[src/rtl/clint_pkg.sv]
// Shared definitions for the core-local interruptor (CLINT).
// Contents:
//   - register offsets inside the 64 KiB CLINT window
//   - bus FSM state type
//   - apply_byte_en: merges new write data into an old 32-bit word per byte lane
package clint_pkg;

  localparam logic [15:0] MSIP_OFF     = 16'h0000;  // msip[h] at +4h
  localparam logic [15:0] MTIMECMP_OFF = 16'h4000;  // mtimecmp[h] at +8h (lo), +8h+4 (hi)
  localparam logic [15:0] MTIME_OFF    = 16'hBFF8;  // mtime lo, hi at +4

  typedef enum logic {
    IDLE = 1'b0,
    RESP = 1'b1
  } clint_state_t;

  function automatic logic [31:0] apply_byte_en(
    input logic [31:0] old_val,
    input logic [31:0] new_val,
    input logic [3:0]  be
  );
    logic [31:0] res;
    for (int b = 0; b < 4; b++) begin
      res[8*b +: 8] = be[b] ? new_val[8*b +: 8] : old_val[8*b +: 8];
    end
    return res;
  endfunction

endpackage

[src/rtl/clint_mtime_counter.sv]
// Free-running 64-bit machine timer with prescaler.
// Ports:
//   CLK, RST        clock, synchronous active-high reset
//   wr_lo, wr_hi    commit a bus write to the low / high mtime word this cycle
//   wdata, byte_en  write data and byte lane enables for that write
//   mtime           current machine time
module clint_mtime_counter
  import clint_pkg::*;
#(
  parameter int PRESCALE = 1
) (
  input  logic        CLK,
  input  logic        RST,
  input  logic        wr_lo,
  input  logic        wr_hi,
  input  logic [31:0] wdata,
  input  logic [3:0]  byte_en,
  output logic [63:0] mtime
);

  localparam int PW = (PRESCALE > 1) ? $clog2(PRESCALE) : 1;

  logic [PW-1:0] r_presc;
  logic [63:0]   r_mtime;
  logic          w_tick;

  assign w_tick = (r_presc == PW'(PRESCALE - 1));
  assign mtime  = r_mtime;

  always_ff @(posedge CLK) begin
    if (RST) begin
      r_presc <= '0;
      r_mtime <= '0;
    end else begin
      // The prescaler keeps running even when software writes mtime.
      r_presc <= w_tick ? '0 : r_presc + 1'b1;
      // A software write wins over a coincident tick; the tick is lost and
      // the half not being written keeps its value.
      if (wr_lo || wr_hi) begin
        if (wr_lo) r_mtime[31:0]  <= apply_byte_en(r_mtime[31:0], wdata, byte_en);
        if (wr_hi) r_mtime[63:32] <= apply_byte_en(r_mtime[63:32], wdata, byte_en);
      end else if (w_tick) begin
        r_mtime <= r_mtime + 64'd1;
      end
    end
  end

endmodule

[src/rtl/clint_timer.sv]
// Core-local interruptor: memory-mapped mtime / mtimecmp / msip with per-hart
// machine timer and software interrupt outputs.
// Ports:
//   CLK, RST                          clock, synchronous active-high reset
//   addr, wdata, byte_en, ren, wen    generic-bus slave request
//   rdata, busy                       response; busy drops for one cycle per request
//   mtime                             current machine time
//   timer_int, soft_int               per-hart MTIP / MSIP
module clint_timer
  import clint_pkg::*;
#(
  parameter logic [31:0] BASE_ADDR = 32'h0200_0000,
  parameter int          NUM_HARTS = 2,
  parameter int          PRESCALE  = 1
) (
  input  logic                 CLK,
  input  logic                 RST,
  input  logic [31:0]          addr,
  input  logic [31:0]          wdata,
  input  logic [3:0]           byte_en,
  input  logic                 ren,
  input  logic                 wen,
  output logic [31:0]          rdata,
  output logic                 busy,
  output logic [63:0]          mtime,
  output logic [NUM_HARTS-1:0] timer_int,
  output logic [NUM_HARTS-1:0] soft_int
);

  clint_state_t         r_state;
  logic [15:0]          r_off;
  logic [31:0]          r_wdata;
  logic [3:0]           r_be;
  logic                 r_is_wr;
  logic [31:0]          r_rdata;
  logic                 r_busy;
  logic [63:0]          r_mtimecmp [NUM_HARTS];
  logic [NUM_HARTS-1:0] r_msip;
  logic [NUM_HARTS-1:0] r_timer_int;
  logic [NUM_HARTS-1:0] r_soft_int;

  logic [63:0]          w_mtime;
  logic                 w_req;
  logic                 w_commit;
  logic [15:0]          w_rd_off;
  logic [15:0]          w_wr_off;
  logic [31:0]          w_rd_val;
  logic                 w_wr_mtime_lo;
  logic                 w_wr_mtime_hi;
  logic [NUM_HARTS-1:0] w_wr_msip;
  logic [NUM_HARTS-1:0] w_wr_cmp_lo;
  logic [NUM_HARTS-1:0] w_wr_cmp_hi;

  assign w_req    = (ren || wen) && (addr[31:16] == BASE_ADDR[31:16]);
  // Writes land on the edge that leaves RESP; an all-zero byte mask is a no-op.
  assign w_commit = (r_state == RESP) && r_is_wr && (r_be != 4'b0000);
  assign w_rd_off = addr[15:0] & 16'hFFFC;
  assign w_wr_off = r_off & 16'hFFFC;

  assign w_wr_mtime_lo = w_commit && (w_wr_off == MTIME_OFF);
  assign w_wr_mtime_hi = w_commit && (w_wr_off == MTIME_OFF + 16'd4);

  genvar gi;
  generate
    for (gi = 0; gi < NUM_HARTS; gi++) begin : g_wr_dec
      assign w_wr_msip[gi]   = w_commit && (w_wr_off == MSIP_OFF + 16'(4 * gi));
      assign w_wr_cmp_lo[gi] = w_commit && (w_wr_off == MTIMECMP_OFF + 16'(8 * gi));
      assign w_wr_cmp_hi[gi] = w_commit && (w_wr_off == MTIMECMP_OFF + 16'(8 * gi + 4));
    end
  endgenerate

  clint_mtime_counter #(
    .PRESCALE(PRESCALE)
  ) u_mtime (
    .CLK    (CLK),
    .RST    (RST),
    .wr_lo  (w_wr_mtime_lo),
    .wr_hi  (w_wr_mtime_hi),
    .wdata  (r_wdata),
    .byte_en(r_be),
    .mtime  (w_mtime)
  );

  // Read mux on the incoming address; anything not matched reads as zero.
  always_comb begin
    w_rd_val = '0;
    for (int h = 0; h < NUM_HARTS; h++) begin
      if (w_rd_off == MSIP_OFF + 16'(4 * h))         w_rd_val = {31'd0, r_msip[h]};
      if (w_rd_off == MTIMECMP_OFF + 16'(8 * h))     w_rd_val = r_mtimecmp[h][31:0];
      if (w_rd_off == MTIMECMP_OFF + 16'(8 * h + 4)) w_rd_val = r_mtimecmp[h][63:32];
    end
    if (w_rd_off == MTIME_OFF)         w_rd_val = w_mtime[31:0];
    if (w_rd_off == MTIME_OFF + 16'd4) w_rd_val = w_mtime[63:32];
  end

  // Bus FSM: read data is captured on acceptance so it is stable in RESP.
  always_ff @(posedge CLK) begin
    if (RST) begin
      r_state <= IDLE;
      r_busy  <= 1'b1;
      r_rdata <= '0;
      r_off   <= '0;
      r_wdata <= '0;
      r_be    <= '0;
      r_is_wr <= 1'b0;
    end else begin
      case (r_state)
        IDLE: begin
          if (w_req) begin
            r_state <= RESP;
            r_busy  <= 1'b0;
            r_rdata <= wen ? 32'd0 : w_rd_val;
            r_off   <= addr[15:0];
            r_wdata <= wdata;
            r_be    <= byte_en;
            r_is_wr <= wen;
          end
        end
        RESP: begin
          r_state <= IDLE;
          r_busy  <= 1'b1;
          r_rdata <= '0;
          r_is_wr <= 1'b0;
        end
        default: begin
          r_state <= IDLE;
          r_busy  <= 1'b1;
        end
      endcase
    end
  end

  // Per-hart compare and software-interrupt registers.
  always_ff @(posedge CLK) begin
    if (RST) begin
      for (int h = 0; h < NUM_HARTS; h++) r_mtimecmp[h] <= '1;
      r_msip      <= '0;
      r_timer_int <= '0;
      r_soft_int  <= '0;
    end else begin
      for (int h = 0; h < NUM_HARTS; h++) begin
        if (w_wr_cmp_lo[h])
          r_mtimecmp[h][31:0] <= apply_byte_en(r_mtimecmp[h][31:0], r_wdata, r_be);
        if (w_wr_cmp_hi[h])
          r_mtimecmp[h][63:32] <= apply_byte_en(r_mtimecmp[h][63:32], r_wdata, r_be);
        if (w_wr_msip[h] && r_be[0])
          r_msip[h] <= r_wdata[0];
        r_timer_int[h] <= (w_mtime >= r_mtimecmp[h]);
      end
      r_soft_int <= r_msip;
    end
  end

  assign rdata     = r_rdata;
  assign busy      = r_busy;
  assign mtime     = w_mtime;
  assign timer_int = r_timer_int;
  assign soft_int  = r_soft_int;

endmodule

[config.mk]
export PLATFORM = sky130hd
export DESIGN_NAME = clint_timer
export DESIGN_NICKNAME = d
export VERILOG_FILES = /design/src/rtl/clint_pkg.sv /design/src/rtl/clint_mtime_counter.sv /design/src/rtl/clint_timer.sv
export SDC_FILE = /design/constraint.sdc
export NUM_CORES = 1
export LEC_CHECK = 0
export ABC_AREA = 0
export CORE_MARGIN = 3
export CORE_UTILIZATION = 45
export CTS_BUF_LIST = sky130_fd_sc_hd__clkbuf_4 sky130_fd_sc_hd__clkbuf_8 sky130_fd_sc_hd__clkbuf_16
export DETAILED_ROUTE_END_ITERATION = 10
export HOLD_SLACK_MARGIN = 0.02
export PLACE_DENSITY_LB_ADDON = 0.12
export RECOVER_POWER = 50
export SYNTH_ARGS = -nofsm -noshare
export SYNTH_HDL_FRONTEND = slang
export SYNTH_SLANG_ARGS = --single-unit
[constraint.sdc]
create_clock -name CLK -period 3 [get_ports CLK]
set_input_delay 0.9 -clock CLK [delete_from_list [all_inputs] [get_ports CLK]]
set_output_delay 0.9 -clock CLK [all_outputs]
set_load 0.005 [all_outputs]
==> flow_metrics.env, run 1 <==
export IMPL_hold_buffers=0
export IMPL_seq_area_frac_synth_pct=42.31
export IMPL_synthFlopType="dfxtp_1"
export IMPL_routed_wl_met2_mm=26.07
export IMPL_post_cts_repair_setup_buffers=0
export IMPL_async_flop_share_pct=0
export IMPL_path_clk_slew_ns=0.05
export IMPL_irDropWorstVdd_mv=0.3360
export IMPL_drt_iter0_drc=1447
export IMPL_dp_slack_ns=-0.1288
export IMPL_root_buffer="clkbuf_16"
export IMPL_placed_cell_area_mm2=0.01939
export IMPL_antenna_found_initial=0
export IMPL_place_congestion=0.8990
export IMPL_cp_max_fo=30
export IMPL_crit_top_cell="nor4_1"
export IMPL_maxCapViolations=0
export IMPL_fin_tns_setup_ns=0
export IMPL_grt_pass1_wl_mm=88.24
export IMPL_fin_skew_ns=0.01341
export IMPL_crit_required_ns=3.40
export IMPL_post_route_util_pct=56.75
export IMPL_slew_headroom_pct=24.36
export IMPL_cts_resized=0
export IMPL_cts_tree="done"
export IMPL_cpMaxStageDelayCell="dfxtp_1"
export IMPL_crit_family="simple AND/OR/NAND/NOR gates"
export IMPL_nFillCells=3259
export IMPL_area_growth_pct=23.49
export IMPL_syn_inst=1882
export IMPL_report_final_slew_viol_count=0
export IMPL_syn_avg_cell_area_um2=8.748
export IMPL_max_freq_mhz=344.2
export IMPL_grt_pass1_vias=15140
export IMPL_clk_latency_ns=0.51
export IMPL_start_util_pct=45.95
export IMPL_dieWidth_um=197.3
export IMPL_yosys_register_bits=284
export IMPL_hp_start="rdata[8]$_SDFFE_PP0P_"
export IMPL_n_antenna_cell=0
export IMPL_period_share_pct=96.83
export IMPL_numClockSinks=284
export IMPL_track_usage_pct=29.23
export IMPL_nNetsFinal=2307
export IMPL_critPathLaunch="r_be[0]$_SDFFE_PP0P_"
export IMPL_grt_ovfl_total=0
export IMPL_hold_path_class="flop to flop"
export IMPL_crit_type="flop to flop"
export IMPL_timing_final_crit_period_ns=2.905
export IMPL_worst_setup_path_start_kind="flop"
export IMPL_htree_levels=2
export IMPL_dr_pass1_iters=6
export IMPL_path_cells="nor4_1 -> nor4_1 -> and2_4 -> buf_4 -> a31o_2 -> a21oi_1 -> nor4_1"
export IMPL_worst_path_buf_inv=1
export IMPL_via_count=15520
export IMPL_end_kind="flop"
export IMPL_final_cell_mix="nand2_1, a21oi_1, dfxtp_1, inv_1, ha_1"
export IMPL_synth_warning_count=0
export IMPL_r2r_start="r_be[0]$_SDFFE_PP0P_"
export IMPL_fin_area_mm2=0.02033
export IMPL_crit_arrival_ns=3.30
export IMPL_top_layer_used="met4"
export IMPL_die_area_mm2=0.03892
export IMPL_drt_wl_total_mm=57.81
export IMPL_dp_hpwl_mm=42.83
export IMPL_synth_edf_count=128
export IMPL_finalHoldViolCount=0
export IMPL_whs_ns=0.4462
export IMPL_timing_final_ws_setup_ns=0.09510
export IMPL_regArea_mm2=0.006967
export IMPL_synthesis_nets=2083
export IMPL_numPortBuffers=170
export IMPL_cts_buffers=34
export IMPL_wl_per_cell_um=22.30
export IMPL_ant_nets=0
export IMPL_wl_met3_mm=4.542
export IMPL_chipHeight_um=197.3
export IMPL_ios=173
export IMPL_cellLeakagePower_nw=8.173
export IMPL_finalSetupViolCount=0
export IMPL_drc=0
export IMPL_grt_max_degree=120
export IMPL_drive_above_1_share_pct=10.18
export IMPL_worstMarginPinSlew_ns=1.132
export IMPL_multiInputGateArea_mm2=0.008543
export IMPL_synthDistinctLibCells=72
export IMPL_final_common_cell="nand2_1"
export IMPL_power_per_cell_area_mw_per_mm2=433.1
export IMPL_drt_met1_wl_mm=24.92
export IMPL_core_mm2=0.03583
export IMPL_vias_per_cell=5.987
export IMPL_cp_slowest_stage_delay_ns=0.66
export IMPL_max_clock_path_buffers=3
export IMPL_status="completed"
export IMPL_syn_area_mm2=0.01646
export IMPL_rsz0062_at_grt="false"
export IMPL_row_count=69
[synthesized netlist by cell type (13+ instances only)]
cell / instances / area share [%]
nand3_1: 38 / 1.2
o221ai_1: 22 / 1.2
or3_1: 37 / 1.4
a21oi_1: 174 / 5.3
buf_2: 20 / 0.61
o21ai_0: 109 / 3.3
dfxtp_1: 156 / 19
o22ai_1: 20 / 0.76
a22oi_1: 24 / 1.1
clkbuf_1: 83 / 1.9
mux2_2: 22 / 1.5
mux2i_1: 30 / 1.8
inv_1: 142 / 3.2
nand2_1: 303 / 6.9
nor3_1: 32 / 0.97
o211ai_1: 27 / 1.2
a31oi_1: 14 / 0.53
o31ai_1: 13 / 0.59
nand4_1: 41 / 1.6
a21o_1: 20 / 0.91
edfxtp_1: 128 / 23
a31o_2: 22 / 1.2
a211oi_1: 33 / 1.5
and3_1: 18 / 0.68
ha_1: 129 / 9.8
nor2_1: 97 / 2.2
nor4_1: 17 / 0.65
[per-stage QoR]
stage,power (W),cells
after global placement,0.004832,2531
final,0.008805,2592
after detailed placement,0.004842,2531
after global routing,0.009065,2592
after floorplan,0.004561,1882
after CTS,0.008855,2592
[final cells by class]
cell class                 count  area share, %
clock buffer                  46          4.714
timing repair buffer         298          12.95
multi-input combinational   1346          42.02
tap                          461          2.837
clock inverter                15         0.5969
inverter                     142          2.622
sequential                   284          34.26
[worst reg2reg max path, delay by kind of cell, from the launching register on]
kind	cells	cell delay [ns]
simple gates	4	1.51
buf+inv	1	0.28
compound gates	2	0.36
flops	1	0.66
[power breakdown]
group	total, W	internal (W)	switching (W)
sequential	0.00419	0.00413	0.0000578
combinational	0.000578	0.000238	0.000340
clock	0.00404	0.00242	0.00162
total	0.00881	0.00678	0.00202
[logic make-up (layout without fill, tap and decap cells)]
logic type / after synthesis / in the layout / share of synthesized area (%)
AOI/OAI and AO/OA: 526 / 526 / 20.17
adders and majority gates: 129 / 129 / 9.803
buffers and inverters: 252 / 501 / 5.943
DFF: 284 / 284 / 42.31
muxes: 52 / 52 / 3.329
other: 1 / 1 / 0.02278
and+or+nand+nor: 638 / 638 / 18.42
[state kept, by name (all words and copies together), names as in the netlist]
| signal | flops |
|---|---|
| r_mtimecmp | 128 |
| u_mtime.mtime | 64 |
| r_wdata | 32 |
| rdata | 32 |
| r_off | 14 |
| r_be | 4 |
| r_msip | 2 |
| soft_int | 2 |
| timer_int | 2 |
| busy | 1 |
| r_is_wr | 1 |
| r_state | 1 |
| u_mtime.r_presc | 1 |
[worst paths after layout]
kind | endpoint | slack (ns) | cells after the start
max | u_mtime.mtime[57]$_SDFFE_PP0P_ | 0.1 | 7
min | rdata[8]$_SDFFE_PP0P_ | 0.45 | 2
max reg2reg | u_mtime.mtime[57]$_SDFFE_PP0P_ | 0.1 | 7
min reg2reg | rdata[8]$_SDFFE_PP0P_ | 0.45 | 2
[routing by layer]
layer  vias to the layer above  global-route usage (%)
met4                         0                   10.98
met5                         -                       0
li1                       7337                       -
met1                      7391                   40.17
met3                       123                   4.742
met2                       668                   46.65
(Power assumes the default switching activity.)
==> run 2, diff against run 1 <==
--- a/config.mk
+++ b/config.mk
@@ -9,10 +9,12 @@
 export CORE_MARGIN = 3
 export CORE_UTILIZATION = 45
 export CTS_BUF_LIST = sky130_fd_sc_hd__clkbuf_4 sky130_fd_sc_hd__clkbuf_8 sky130_fd_sc_hd__clkbuf_16
+export CTS_CLUSTER_SIZE = 40
 export DETAILED_ROUTE_END_ITERATION = 10
 export HOLD_SLACK_MARGIN = 0.02
 export PLACE_DENSITY_LB_ADDON = 0.12
 export RECOVER_POWER = 50
+export REMOVE_ABC_BUFFERS = 1
 export SYNTH_ARGS = -nofsm -noshare
 export SYNTH_HDL_FRONTEND = slang
 export SYNTH_SLANG_ARGS = --single-unit
==> flow_metrics.env, run 2 (synthesis gave the netlist of run 1 again) <==
export IMPL_status="completed"
export IMPL_cp_slowest_stage_delay_ns=0.56
export IMPL_crit_required_ns=3.36
export IMPL_final_common_cell="nand2_1"
export IMPL_core_mm2=0.03583
export IMPL_path_cells="inv_1 -> ha_1 -> or4_1 -> a21oi_1 -> o211ai_1 -> buf_4 -> a21oi_1 -> buf_4 -> o41ai_1 -> a211oi_1 -> a31oi_1"
export IMPL_die_area_mm2=0.03892
export IMPL_cpMaxStageDelayCell="or4_1"
export IMPL_cp_max_fo=2
export IMPL_irDropWorstVdd_mv=0.2872
export IMPL_drc=0
export IMPL_report_final_slew_viol_count=0
export IMPL_post_cts_repair_setup_buffers=0
export IMPL_finalSetupViolCount=0
export IMPL_fin_skew_ns=0.01584
export IMPL_final_cell_mix="nand2_1, a21oi_1, dfxtp_1, inv_1, ha_1"
export IMPL_r2r_slack_ns=0.13
export IMPL_numClockSinks=284
export IMPL_cellLeakagePower_nw=8.214
export IMPL_nFillCells=3303
export IMPL_finalHoldViolCount=0
export IMPL_worst_setup_path_start_kind="flop"
export IMPL_numPortBuffers=170
export IMPL_finalPower_w=0.008849
export IMPL_placed_cell_area_mm2=0.01937
export IMPL_antenna_found_initial=0
export IMPL_row_count=69
export IMPL_track_usage_pct=29.51
export IMPL_grt_max_degree=60
export IMPL_vias_per_cell=6.049
export IMPL_start_util_pct=45.95
export IMPL_hold_buffers=0
export IMPL_dr_pass1_iters=5
export IMPL_htree_levels=2
export IMPL_timing_final_ws_setup_ns=0.1297
export IMPL_maxCapViolations=0
export IMPL_path_clk_slew_ns=0.06
export IMPL_worstMarginPinSlew_ns=1.477
export IMPL_cts_buffers=34
export IMPL_slew_headroom_pct=1.565
export IMPL_period_share_pct=95.68
export IMPL_place_congestion=0.9368
export IMPL_hold_path_class="flop to flop"
export IMPL_crit_type="flop to flop"
export IMPL_via_count=15690
export IMPL_fin_tns_setup_ns=0
export IMPL_fin_area_mm2=0.02041
export IMPL_dp_hpwl_mm=43.02
export IMPL_ant_nets=0
export IMPL_grt_ovfl_total=0
export IMPL_dieWidth_um=197.3
export IMPL_ios=173
export IMPL_cts_tree="done"
export IMPL_clk_latency_ns=0.52
export IMPL_crit_arrival_ns=3.23
export IMPL_max_clock_path_buffers=3
export IMPL_cts_resized=0
export IMPL_grt_pass1_wl_mm=89.79
export IMPL_n_antenna_cell=0
export IMPL_drt_iter0_drc=1482
export IMPL_max_flop_register="r_mtimecmp"
export IMPL_drive_above_1_share_pct=11.30
export IMPL_rsz0062_at_grt="false"
export IMPL_post_route_util_pct=56.97
export IMPL_area_growth_pct=23.97
export IMPL_largest_reg_flops=128
export IMPL_end_kind="flop"
export IMPL_chipHeight_um=197.3
export IMPL_nNetsFinal=2308
export IMPL_power_per_cell_area_mw_per_mm2=433.5
export IMPL_drt_wl_total_mm=58.59
export IMPL_root_buffer="clkbuf_16"
export IMPL_grt_pass1_vias=15400
export IMPL_timing_final_crit_period_ns=2.870
export IMPL_max_freq_mhz=348.4
export IMPL_dp_slack_ns=-0.1383
export IMPL_wl_per_cell_um=22.60
-- run 2: cell count changes in the layout (fill, tap and decap cells not counted), moves of 3 or more --
cell and change:
clkbuf_2 +3, clkinv_1 -4, clkinvlp_4 +3, clkbuf_1 -19, clkdlybuf4s50_1 +9, dlygate4sd3_1 -9, buf_4 +18, clkbuf_8 +3
-- run 2: layout make-up --
class	instances	area (um2)	area share, %
Tap cell	461	576.8	2.826
Timing Repair Buffer	299	2694	13.20
Inverter	142	533.0	2.611
Multi-Input combinational cell	1346	8534	41.81
Sequential cell	284	6967	34.13
Clock inverter	11	63.81	0.3126
Clock buffer	50	1042	5.106
-- run 2: final timing paths --
path / endpoint / cells past startpoint / from
worst min register to register: rdata[10]$_SDFFE_PP0P_ / 2 / rdata[10]$_SDFFE_PP0P_
worst max register to register: timer_int[0]$_SDFF_PP0_ / 11 / r_mtimecmp[0][5]$_SDFFCE_PP1P_
worst min-delay path: rdata[10]$_SDFFE_PP0P_ / 2 / rdata[10]$_SDFFE_PP0P_
worst max-delay path: timer_int[0]$_SDFF_PP0_ / 11 / r_mtimecmp[0][5]$_SDFFCE_PP1P_
-- run 2: layer usage --
| metal | part of all wire, % | wire [um] | global-route usage, % |
|---|---|---|---|
| met4 | 3.2 | 1867 | 9.741 |
| met5 | 0 | 0 | 0 |
| met3 | 8.0 | 4698 | 4.469 |
| met1 | 43 | 25140 | 40.59 |
| met2 | 46 | 26890 | 47.99 |
-- run 2: worst max-delay path: cells and delay by family (launching register included) --
kind,cells,cell delay [ns]
flip-flops,1,0.34
buffers and inverters,3,0.39
adder cells (fa/ha/maj),1,0.18
AO/OA/AOI/OAI,6,1.25
AND/OR/NAND/NOR,1,0.56
-- run 2: per-stage QoR --
stage	std cells	hold WS [ns]
after floorplan	1772	0.4428
after global placement	2532	0.4349
after detailed placement	2532	0.4462
after CTS	2593	0.4592
after global routing	2593	0.4846
final	2593	0.4493
-- run 2: where the power goes --
| part | total, W | switching (W) | internal [W] | leakage [nW] |
|---|---|---|---|---|
| registers | 0.00419 | 0.0000614 | 0.00413 | 2.55 |
| logic | 0.000578 | 0.000345 | 0.000233 | 5.12 |
| clock network | 0.00408 | 0.00166 | 0.00242 | 0.551 |
==> run 3, diff against run 2 <==
--- a/config.mk
+++ b/config.mk
@@ -7,7 +7,7 @@
 export LEC_CHECK = 0
 export ABC_AREA = 0
 export CORE_MARGIN = 3
-export CORE_UTILIZATION = 45
+export CORE_UTILIZATION = 30
 export CTS_BUF_LIST = sky130_fd_sc_hd__clkbuf_4 sky130_fd_sc_hd__clkbuf_8 sky130_fd_sc_hd__clkbuf_16
 export CTS_CLUSTER_SIZE = 40
 export DETAILED_ROUTE_END_ITERATION = 10
==> flow_metrics.env, run 3 (synthesis gave the netlist of run 1 again) <==
export IMPL_hold_path_class="flop to flop"
export IMPL_path_cells="clkbuf_1 -> clkdlybuf4s50_1"
export IMPL_cts_buffers=37
export IMPL_rsz0062_at_grt="false"
export IMPL_crit_required_ns=2.10
export IMPL_vias_per_cell=5.440
export IMPL_slew_headroom_pct=29.17
export IMPL_dieWidth_um=240.3
export IMPL_worst_path_buf_inv=2
export IMPL_place_congestion=0.8814
export IMPL_grt_pass1_vias=15210
export IMPL_drt_wl_total_mm=64.60
export IMPL_final_common_cell="nand2_1"
export IMPL_max_flop_register="r_mtimecmp"
export IMPL_ant_nets=0
export IMPL_grt_max_degree=60
export IMPL_finalSetupViolCount=0
export IMPL_final_cell_mix="nand2_1, a21oi_1, dfxtp_1, inv_1, ha_1"
export IMPL_core_mm2=0.05403
export IMPL_power_per_cell_area_mw_per_mm2=452.1
export IMPL_max_freq_mhz=349.8
export IMPL_fin_skew_ns=0.01747
export IMPL_cpMaxStageDelayCell="clkdlybuf4s50_1"
export IMPL_die_area_mm2=0.05773
export IMPL_antenna_found_initial=0
export IMPL_fin_tns_setup_ns=0
export IMPL_n_antenna_cell=0
export IMPL_numClockSinks=284
export IMPL_worstMarginPinSlew_ns=1.063
export IMPL_cellLeakagePower_nw=8.273
export IMPL_crit_family="buffers and inverters"
export IMPL_worst_setup_path_start_kind="flop"
export IMPL_htree_levels=2
export IMPL_via_count=15410
export IMPL_crit_type="flop to output pin"
export IMPL_nNetsFinal=2309
export IMPL_path_clk_slew_ns=0.06
export IMPL_period_share_pct=95.28
export IMPL_end_kind="output pin"
export IMPL_wl_per_cell_um=22.80
export IMPL_chipHeight_um=240.3
export IMPL_grt_ovfl_total=0
export IMPL_clk_latency_ns=0.55
export IMPL_drive_above_1_share_pct=11.32
export IMPL_status="completed"
export IMPL_largest_reg_flops=128
export IMPL_report_final_slew_viol_count=0
export IMPL_cp_max_fo=9
export IMPL_timing_final_crit_period_ns=2.858
export IMPL_ios=173
export IMPL_dr_pass1_iters=5
export IMPL_dp_hpwl_mm=48.27
export IMPL_whs_ns=0.4492
export IMPL_maxCapViolations=0
export IMPL_irDropWorstVdd_mv=0.3014
export IMPL_numPortBuffers=170
export IMPL_area_growth_pct=26.67
export IMPL_finalPower_w=0.009429
export IMPL_crit_arrival_ns=1.96
export IMPL_drt_iter0_drc=1246
export IMPL_root_buffer="clkbuf_16"
export IMPL_hold_buffers=0
export IMPL_max_clock_path_buffers=3
export IMPL_finalHoldViolCount=0
export IMPL_cts_tree="done"
export IMPL_grt_pass1_wl_mm=95.83
export IMPL_start_util_pct=30.47
export IMPL_drc=0
export IMPL_row_count=85
export IMPL_track_usage_pct=22.10
export IMPL_cp_slowest_stage_delay_ns=0.62
run 3: cell count changes in the layout (fill, tap and decap cells not counted), moves of 3 or more:
cell and delta:
a31o_2 +5, a31o_1 -5, clkbuf_8 +6, clkdlybuf4s50_1 -4
clkinvlp_4 -3, dlygate4sd3_1 +4, clkbuf_1 +15, buf_4 -21
run 3: per-stage QoR:
stage / worst slack [ns] / cell area, um2 / std cells / util [%]
2_1_floorplan: -1.459 / 16020 / 1772 / -
3_3_place_gp: -0.07705 / 19700 / 2765 / 36.46
3_5_place_dp: -0.09584 / 19700 / 2765 / 36.46
4_1_cts: 0.03676 / 20990 / 2833 / 38.84
5_1_grt: 0.01728 / 20860 / 2833 / 38.60
6_report: 0.1416 / 20860 / 2833 / 38.60
run 3: cell type report:
cell class,instances,area [um2]
Clock buffer,59,1182
Clock inverter,9,101.3
Fill cell,5585,33170
Inverter,142,533.0
Multi-Input combinational cell,1346,8559
Sequential cell,284,6967
Tap cell,696,870.8
Timing Repair Buffer,297,2643
run 3: worst min-delay path, stage by stage, from the launching register on:
cell and delay (ns):
dfxtp_1 0.32, nand2_1 0.04, o21ai_0 0.05
run 3: repair_timing:
action,4_1_cts,5_1_grt
endpoints found under the setup margin,1,2
resized for setup,2,2
setup buffers,0,0
pin swaps,0,1
run 3: report_power, final:
part	leakage (nW)	switching (W)	internal (W)
combinational	5.08	0.000356	0.000237
sequential	2.55	0.0000578	0.00413
clock	0.650	0.00177	0.00288
total	8.27	0.00218	0.00725
run 3: final timing paths:
path	start	to	slack, ns	cells past startpoint
max	u_mtime.mtime[27]$_SDFFE_PP0P_	mtime[27]	0.14	2
max reg2reg	r_be[1]$_SDFFE_PP0P_	r_mtimecmp[0][2]$_SDFFCE_PP1P_	0.16	6
min	rdata[8]$_SDFFE_PP0P_	rdata[8]$_SDFFE_PP0P_	0.45	2
min reg2reg	rdata[8]$_SDFFE_PP0P_	rdata[8]$_SDFFE_PP0P_	0.45	2
run 3: layer usage:
metal	wire (um)	track usage, %	share of wire, %
met1	29590	30.39	46
met5	0	0	0
met2	29950	36.37	46
met4	1591	6.521	2.5
met3	3471	2.845	5.4
